<file path="config.mk">
export PLATFORM = sky130hd
export DESIGN_NAME = bht_gshare
export DESIGN_NICKNAME = d
export VERILOG_FILES = /design/src/rtl/bp_pkg.sv /design/src/rtl/bht_ram.sv /design/src/rtl/bht_gshare.sv
export SDC_FILE = /design/constraint.sdc
export NUM_CORES = 2
export LEC_CHECK = 0
export CAP_MARGIN = 0
export CORE_MARGIN = 2
export CORE_UTILIZATION = 50
export CTS_CLUSTER_DIAMETER = 50
export CTS_CLUSTER_SIZE = 8
export DETAILED_ROUTE_END_ITERATION = 8
export PLACE_DENSITY = 0.68
export RECOVER_POWER = 100
export SLEW_MARGIN = 20
export SYNTH_ARGS = -nofsm -noshare
export SYNTH_HDL_FRONTEND = slang
export SYNTH_SLANG_ARGS = --single-unit
</file>
<file path="constraint.sdc">
create_clock -name clk -period 47.6 [get_ports clk]
set_input_delay 9.52 -clock clk [delete_from_list [all_inputs] [get_ports clk]]
set_output_delay 9.52 -clock clk [all_outputs]
set_load 0.01 [all_outputs]
</file>
<file path="src/rtl/bp_pkg.sv">
// Shared types and helpers for the gshare branch history table.
`timescale 1ns/1ps
package bp_pkg;

    typedef enum logic {
        INIT = 1'b0,
        RUN  = 1'b1
    } bp_state_e;

    // Counters up to 4 bits are carried in a 4-bit container; the caller truncates.
    function automatic logic [3:0] sat_upd(input logic [3:0] ctr, input logic taken,
                                           input int unsigned ctr_w);
        logic [3:0] ctr_max;
        ctr_max = 4'((5'd1 << ctr_w) - 5'd1);
        if (taken) begin
            sat_upd = (ctr == ctr_max) ? ctr : ctr + 4'd1;
        end else begin
            sat_upd = (ctr == 4'd0) ? ctr : ctr - 4'd1;
        end
    endfunction

    // Index = PC[idx_w:1], optionally XORed with the zero-extended global history.
    function automatic logic [31:0] idx_hash(input logic [31:0] pc, input logic [31:0] ghr,
                                             input int unsigned idx_w, input bit hash_en);
        logic [31:0] mask;
        logic [31:0] base;
        mask = (32'd1 << idx_w) - 32'd1;
        base = (pc >> 1) & mask;
        idx_hash = hash_en ? (base ^ (ghr & mask)) : base;
    endfunction

endpackage

</file>
<file path="src/rtl/bht_ram.sv">
// Counter array: two asynchronous read ports (lookup and read-modify-write), one synchronous write port.
`timescale 1ns/1ps
module bht_ram #(
    parameter int unsigned IDX_W = 10,
    parameter int unsigned CTR_W = 2
) (
    input  logic             clk,
    input  logic             we,
    input  logic [IDX_W-1:0] waddr,
    input  logic [CTR_W-1:0] wdata,
    input  logic [IDX_W-1:0] ra_addr,
    output logic [CTR_W-1:0] ra_data,
    input  logic [IDX_W-1:0] rb_addr,
    output logic [CTR_W-1:0] rb_data
);

    logic [CTR_W-1:0] mem_q [2**IDX_W];

    always_ff @(posedge clk) begin
        if (we) begin
            mem_q[waddr] <= wdata;
        end
    end

    assign ra_data = mem_q[ra_addr];
    assign rb_data = mem_q[rb_addr];

endmodule

</file>
<file path="src/rtl/bht_gshare.sv">
// Gshare branch history table: registered lookup, speculative GHR with mispredict
// recovery, write-first bypass and a post-reset initialisation sweep.
`timescale 1ns/1ps
module bht_gshare
    import bp_pkg::*;
#(
    parameter int unsigned IDX_W    = 10,
    parameter int unsigned CTR_W    = 2,
    parameter int unsigned GHR_W    = 8,
    parameter bit          HASH_EN  = 1'b1,
    parameter int unsigned CTR_INIT = 1
) (
    input  logic             clk,
    input  logic             rst,
    output logic             init_busy,
    input  logic             rd_en,
    input  logic [31:0]      rd_pc,
    output logic             pred_valid,
    output logic             pred_taken,
    output logic [CTR_W-1:0] pred_ctr,
    output logic [IDX_W-1:0] pred_idx,
    output logic [GHR_W-1:0] pred_ghr,
    input  logic             up_en,
    input  logic [IDX_W-1:0] up_idx,
    input  logic [GHR_W-1:0] up_ghr,
    input  logic             up_taken,
    input  logic             up_mispredict
);

    bp_state_e        state_q, state_d;
    logic [IDX_W-1:0] sweep_q, sweep_d;
    logic [GHR_W-1:0] ghr_q, ghr_d;
    logic             pred_valid_q, pred_valid_d;
    logic [CTR_W-1:0] pred_ctr_q, pred_ctr_d;
    logic [IDX_W-1:0] pred_idx_q, pred_idx_d;
    logic [GHR_W-1:0] pred_ghr_q, pred_ghr_d;

    logic             run;
    logic             upd_act;
    logic             recover;
    logic [IDX_W-1:0] lk_idx;
    logic [CTR_W-1:0] lk_ctr;
    logic [CTR_W-1:0] rmw_ctr;
    logic [CTR_W-1:0] upd_ctr;
    logic             we;
    logic [IDX_W-1:0] waddr;
    logic [CTR_W-1:0] wdata;

    always_ff @(posedge clk or posedge rst) begin
        if (rst) begin
            state_q <= INIT;
        end else begin
            state_q <= state_d;
        end
    end

    always_comb begin
        state_d = state_q;
        case (state_q)
            INIT:    if (sweep_q == {IDX_W{1'b1}}) state_d = RUN;
            RUN:     state_d = RUN;
            default: state_d = INIT;
        endcase
    end

    always_comb begin
        init_busy = (state_q == INIT);
        run       = (state_q == RUN);
    end

    assign lk_idx  = IDX_W'(idx_hash(rd_pc, 32'(ghr_q), IDX_W, HASH_EN));
    assign upd_ctr = CTR_W'(sat_upd(4'(rmw_ctr), up_taken, CTR_W));
    assign upd_act = run & up_en;
    assign recover = upd_act & up_mispredict;

    // The sweep and resolved-branch updates share the single write port.
    always_comb begin
        we    = init_busy | upd_act;
        waddr = init_busy ? sweep_q : up_idx;
        wdata = init_busy ? CTR_W'(CTR_INIT) : upd_ctr;
    end

    bht_ram #(
        .IDX_W(IDX_W),
        .CTR_W(CTR_W)
    ) u_ram (
        .clk     (clk),
        .we      (we),
        .waddr   (waddr),
        .wdata   (wdata),
        .ra_addr (lk_idx),
        .ra_data (lk_ctr),
        .rb_addr (up_idx),
        .rb_data (rmw_ctr)
    );

    always_comb begin
        sweep_d      = init_busy ? sweep_q + 1'b1 : sweep_q;
        pred_valid_d = run & rd_en & ~recover;
        pred_ctr_d   = pred_ctr_q;
        pred_idx_d   = pred_idx_q;
        pred_ghr_d   = pred_ghr_q;
        if (pred_valid_d) begin
            // Write-first: a same-cycle update to this entry is visible to the lookup.
            pred_ctr_d = (upd_act && (up_idx == lk_idx)) ? upd_ctr : lk_ctr;
            pred_idx_d = lk_idx;
            pred_ghr_d = ghr_q;
        end
        ghr_d = ghr_q;
        if (recover) begin
            ghr_d = GHR_W'({up_ghr, up_taken});
        end else if (pred_valid_q) begin
            ghr_d = GHR_W'({ghr_q, pred_ctr_q[CTR_W-1]});
        end
    end

    always_ff @(posedge clk or posedge rst) begin
        if (rst) begin
            sweep_q      <= '0;
            ghr_q        <= '0;
            pred_valid_q <= 1'b0;
            pred_ctr_q   <= '0;
            pred_idx_q   <= '0;
            pred_ghr_q   <= '0;
        end else begin
            sweep_q      <= sweep_d;
            ghr_q        <= ghr_d;
            pred_valid_q <= pred_valid_d;
            pred_ctr_q   <= pred_ctr_d;
            pred_idx_q   <= pred_idx_d;
            pred_ghr_q   <= pred_ghr_d;
        end
    end

    assign pred_valid = pred_valid_q;
    assign pred_ctr   = pred_ctr_q;
    assign pred_taken = pred_ctr_q[CTR_W-1];
    assign pred_idx   = pred_idx_q;
    assign pred_ghr   = pred_ghr_q;

endmodule

</file>
### Word-level counts from Yosys, hierarchy flattened

Memories as Yosys holds them, arrays and structs flattened. A register that Yosys moved wholly into a read port is not among the register bits.
Cells that the tools add are included.

| word-level totals | value |
|---|---|
| input bits | 56 |
| register bits after elaboration | 38 |
| memories | 1 |
| memory bits (writable) | 2048 |
| logic and storage cells | 33 |

| cells by class | value |
|---|---|
| reduce and logical (&&, ||, !) cells | 2 |
| multiplexer cells | 11 |
| bitwise logic cells | 8 |
| add/subtract/negate cells | 3 |
| equal/unequal tests | 2 |

Memory list:

| name | words | bits a word | rd ports | clocked after Yosys merged registers in | wr ports | line | source |
|---|---|---|---|---|---|---|---|
| u_ram.mem_q | 1024 | 2 | 2 | 1 | 1 | bht_ram.sv:17 | `logic [CTR_W-1:0] mem_q [2**IDX_W];` |

Operators by type and width:

| kind | number |
|---|---|
| 2-to-1 mux 8 bit | 2 |
| adder 10 x 1 -> 10 bit (second input constant) | 1 |
| equality test 10 bit (second input constant) | 1 |
| 2-to-1 mux 10 bit | 1 |
| XOR 10 x 8 -> 10 bit | 1 |
| 2-to-1 mux 2 bit | 4 |
| bitwise AND 1 bit | 4 |
| 2-to-1 mux 1 bit | 3 |
| adder 2 x 1 -> 2 bit (second input constant) | 1 |
| equality test 2 bit (second input constant) | 1 |
| logical NOT 2 bit | 1 |
| inverter 1 bit | 2 |
| one-hot mux 1 bit (2 select lines) | 1 |
| nonzero test 2 bit | 1 |
| subtractor 2 x 1 -> 2 bit (second input constant) | 1 |
| OR 1 bit | 1 |

### Logic depth before layout (Yosys ltp)

An unclocked memory read counts as a cell.

| logic depth | value |
|---|---|
| depth after elaboration | 5 |
| depth in mapped cells | 17 |

### Modules after synthesis

From an unflattened synthesis, not the netlist that was laid out.

| unflattened totals | value |
|---|---|
| cell total of the unflattened synthesis | 6381 |
| area total of the unflattened synthesis | 102811.1 um^2 |

Modules (own cells, without submodules):

| module | cells each | area an instance (um^2) | times used |
|---|---|---|---|
| bht_ram | 6205 | 100664.0 | 1 |
| bht_gshare | 176 | 2147.1 | 1 |

### Worst setup path after synthesis

Ideal clock, no wire load.

| timing path | value |
|---|---|
| path kind | input -> register |
| start | input port up_idx[0] |
| end | memory u_ram.mem_q[0][1], data pin |
| cell stages on the path | 14 |
| path slack | -11.801 ns |
| required time | 39.472 ns |
| arrival time | 51.273 ns |
| setup time | 8.128 ns |
| path buffers | 5 |
| cell sequence | buf_4 -> buf_6 -> buf_4 -> buf_2 -> and2_1 -> buf_2 -> a22oi_1 -> a21oi_1 -> o41ai_1 -> nand4_1 -> nor4_1 -> o211ai_1 -> a21o_1 -> o21ai_0 |

| on the way | value |
|---|---|
| longest elaborated chain between the ends | 5 |
| elaborated cells on any way between the ends | 9 |
| classes of those cells | add/sub: 2; eq/ne: 1; mux: 4; reduce/logical: 1; memory: 1 |

RTL lines:

| item | line | source |
|---|---|---|
| from (decl) | bht_gshare.sv:24 | `input logic [IDX_W-1:0] up_idx,` |
| memory read (1024 x 2 bit) * | - |  |
| subtractor 2 x 1 -> 2 bit, or another cell as far along | bp_pkg.sv:18 | `sat_upd = (ctr == 4'd0) ? ctr : ctr - 4'd1;` |
| 2-to-1 mux 2 bit, on equally long branches | bp_pkg.sv:18, bp_pkg.sv:16 |  |
| 2-to-1 mux 2 bit * | bp_pkg.sv:15 | `if (taken) begin` |
| 2-to-1 mux 2 bit * | bht_gshare.sv:80 | `wdata = init_busy ? CTR_W'(CTR_INIT) : upd_ctr;` |
| via u_ram.wdata[1] | bht_ram.sv:10 | `input logic [CTR_W-1:0] wdata,` |
| to (decl) | bht_ram.sv:17 |  |

The timed path passes the listed nets; every way through them passes the cells marked *.

### Worst setup path in the final report

| timing path | value |
|---|---|
| start | input port up_idx[0] |
| end | memory u_ram.mem_q[805][0], data pin |

The elaborated chain is that of the path after synthesis.

==> results.py <==
metrics = {
    "pwr": {
        "p_sw_frac": 0.229,
        "seq_power_share": 0.470,
        "p_switching_w": 0.000971,
        "clkPwrFrac": 0.466,
        "power_density_nw_per_um2": 36.9,
        "share_comb_of_total_power": 0.064,
        "p_int_w": 0.00326,
        "p_leak_nw": 39.3,
        "ir_worst_vdd_mv": 0.0431,
    },
    "global_routing": {
        "grt_pass1_vias": 72700,
        "grt_antenna_before_repair": 32,
        "grt-ovfl-total": 0,
        "grt_max_degree": 262,
        "grt_pass1_wl_mm": 548,
        "globalRouteTotalUtil": 0.368,
    },
    "logic_synthesis": {
        "yosys.area.top_type": "edfxtp_1",
        "yosysUniqueCellTypes": 90,
        "netlist_instances": 7371,
        "ys_warn_count": 0,
        "synth_top_area_frac": 0.592,
        "avgSynthCellArea_um2": 14.1,
        "synthTopCellsByArea": "edfxtp_1 59%, mux4_2 14%, nor2_1 4.3%, mux2i_1 3.4%, nand2_1 2.5%",
        "syn-num-nets": 7428,
        "ys_ff_latch": 2088,
        "ys_seq_area_frac": 0.602,
        "synth_edf_count": 2048,
        "ys.flop_type": "edfxtp_1",
        "syn_area_um2": 104000,
        "async_flop_share": 0.0192,
    },
    "cts": {
        "cts_buffers": 314,
        "cts_num_sinks": 2088,
        "insertion_delay_ps": 960,
        "cts_tree": "done",
        "htree_levels": 5,
        "post-cts-setup-buffers": 0,
        "cts_hold_buf": 0,
        "clock_path_buffers": 4,
        "clkTransAtPathRegs_ps": 50,
        "cts_root_buf": "clkbuf_16",
        "cts_resized": 0,
    },
    "sta": {
        "period_needed_ps": 31600,
        "whs_ps": 465,
        "drv_slew": 2303,
        "finalCritPeriodShare": 0.664,
        "setup_viol": 0,
        "tightest_slew_ps": 5640,
        "skew_ps": 74.6,
        "setup_tns_ps": 0,
        "max_freq_ghz": 0.0316,
        "slew_headroom": -2.76,
        "rsz0062_at_grt": "false",
        "hold_viol_final": 0,
    },
    "layout": {
        "nets": 7355,
        "syn2layout_area_growth_pct": 10.5,
        "instances_no_fill": 10100,
        "drive_gt1_frac": 0.198,
        "fillCellCount": 16300,
        "fin_util": 0.555,
    },
    "die": {
        "io_pins": 79,
        "die-width_um": 460,
        "rows": 167,
        "die_h_um": 460,
        "core_um2": 207000,
        "initial_core_util": 0.502,
        "dieArea_um2": 211000,
    },
    "worst_setup_path": {
        "slowest_stage": "clkbuf_1",
        "critical_path_required_ps": 48190,
        "arrival_ps": 32180,
        "cp_common_cell": "clkbuf_1",
        "crit_path_cell_trace": "clkbuf_1 -> clkbuf_1 -> clkbuf_1 -> clkbuf_1 -> inv_1 -> clkbuf_1 -> mux2i_1 -> a32oi_1 -> o311ai_0 -> nor3_1 -> a221oi_1 -> a32oi_1 -> a22oi_1 -> o21ai_4 -> clkbuf_1 -> clkbuf_1 -> buf_4",
        "crit_type": "primary input to flop",
        "cp_slowest_stage_delay_ps": 3850,
        "crit_fanout": 123,
        "crit_path_end_kind": "flop",
        "startpoint_type": "primary input",
    },
    "place": {
        "placed_cells": 9682,
        "port_buffers": 55,
        "hpwl_mm": 236,
        "gp_congestion": 0.998,
    },
    "detailed_routing": {
        "drt_iter0_drc": 14200,
        "wl_per_cell_um": 39.2,
        "drt-total-wl_mm": 396,
        "drtAntennaViolNets": 0,
        "dr.pass1.iters": 9,
        "vias_per_cell": 7.57,
        "drc": 31,
        "num_vias": 76300,
    },
    "run_status": {
        "outcome": "complete, but fails checks",
        "violations": "design-rule violations, max-capacitance violations, max-slew violations",
    },
    "min_path": {
        "hp-class": "flop to flop",
    },
    "flow_run": {
        "drv_cap": 63,
    },
}
[path summary, 6_finish.rpt]
| kind | startpoint | to | slack [ps] | depth (start not counted) |
|---|---|---|---|---|
| setup / recovery | up_idx[0] | u_ram.mem_q[805][0]$_DFFE_PP_ | 16000 | 17 |
| hold / removal | pred_ghr[7]$_DFFE_PP0P_ | pred_ghr[7]$_DFFE_PP0P_ | 460 | 2 |
| setup reg to reg | u_ram.mem_q[112][0]$_DFFE_PP_ | u_ram.mem_q[287][1]$_DFFE_PP_ | 36300 | 12 |
| hold reg to reg | pred_ghr[7]$_DFFE_PP0P_ | pred_ghr[7]$_DFFE_PP0P_ | 460 | 2 |
| max in group asynchronous | rst | sweep_q[4]$_DFFE_PP0N_ | 36870 | 2 |
| min in group asynchronous | rst | pred_ghr[7]$_DFFE_PP0P_ | 9620 | 2 |
[per-stage QoR]
| stage | total power [W] | area, um2 | worst slack, ps |
|---|---|---|---|
| 4_1_cts | 0.00421 | 115000 | 29570 |
| 3_3_place_gp | 0.00228 | 107000 | 28750 |
| 2_1_floorplan | 0.00218 | 104000 | 5670 |
| 6_report | 0.00423 | 115000 | 16000 |
| 5_1_grt | 0.00429 | 115000 | 15110 |
| 3_5_place_dp | 0.00228 | 107000 | 28570 |
[cell usage in the layout (no fill, tap or decap), types with 38 or more instances in the layout]
master	Yosys	layout
mux2i_1	357	357
clkbuf_1	334	87
a22oi_1	72	72
nand3_1	91	91
nor2_1	1188	1176
clkbuf_16	0	323
a2111oi_0	39	38
o22ai_1	67	67
a21oi_1	264	264
a221oi_1	182	182
buf_4	75	161
nor3_1	89	88
mux4_2	630	630
o221ai_1	65	65
a211oi_1	77	77
o21ai_0	102	102
edfxtp_1	2048	2048
mux2_2	223	223
dfrtp_1	40	40
nand2_1	692	671
[worst max-delay path, delay by kind of cell]
kind / cells / cell delay (ps)
compound gates: 6 / 1880
mux: 1 / 370
buf+inv: 9 / 18960
simple gates: 1 / 890
[area by class of cell]
cell class,instances,area (um2),area share
antenna,34,85.1,0.000741
clock inverter,12,62.6,0.000545
multi-input combinational,4595,38100,0.332
timing repair buffer,287,2330,0.0203
sequential,2088,62500,0.545
clock buffer,356,8210,0.0715
tap,2704,3380,0.0295
inverter,12,48.8,0.000425
[power by group through the flow]
stage	combinational, W	sequential, W	clock (W)
2_1_floorplan	0.000151	0.00203	0
3_3_place_gp	0.000251	0.00203	0
3_5_place_dp	0.000252	0.00203	0
4_1_cts	0.000253	0.00199	0.00197
5_1_grt	0.000266	0.00199	0.00204
6_report	0.000270	0.00199	0.00197
[flip-flops by register name, summed over array words and instances (netlist names)]
| signal | count |
|---|---|
| pred_idx | 10 |
| run | 1 |
| pred_ghr | 8 |
| pred_valid | 1 |
| pred_ctr | 2 |
| ghr_q | 8 |
| sweep_q | 10 |
| u_ram.mem_q | 2048 |
[synthesized netlist by cell type (11+ instances only)]
cell and instances:
edfxtp_1 2048, nor2_1 1188, nand2_1 692, mux4_2 630, mux2i_1 357, clkbuf_1 334, a21oi_1 264, mux2_2 223
a221oi_1 182, buf_2 133, o21ai_0 102, nand3_1 91, nor3_1 89, a211oi_1 77, buf_4 75, buf_1 73
a22oi_1 72, o22ai_1 67, o221ai_1 65, buf_6 49, dfrtp_1 40, a2111oi_0 39, a31oi_1 36, nand4_1 32
nor4_1 25, nor2b_1 24, xnor2_1 23, or3_1 22, nand2b_1 21, o21ai_1 20, o32ai_1 20, o211ai_1 15
a32oi_1 14, mux4_1 13, and2_1 11, and3_1 11, o311ai_0 11, xor2_1 11
[metal layers]
metal / wire length [um] / track usage
met1: 129000 / 0.459
met2: 167000 / 0.515
met3: 67600 / 0.163
met4: 31600 / 0.245
met5: 736 / 0.0186
[logic make-up (layout without fill, tap and decap cells)]
kind of cell    after synthesis  in the layout  share of synthesized area
buf+inv                     688            667                     0.0342
xor+xnor                     36             36                    0.00329
flops                      2088           2088                      0.602
other cells                   0             34                          0
simple gates               2238           2238                     0.0878
mux                        1224           1224                      0.199
fa+ha+maj                     1              1                   0.000120
compound gates             1096           1096                     0.0743
(Power assumes the default switching activity.)
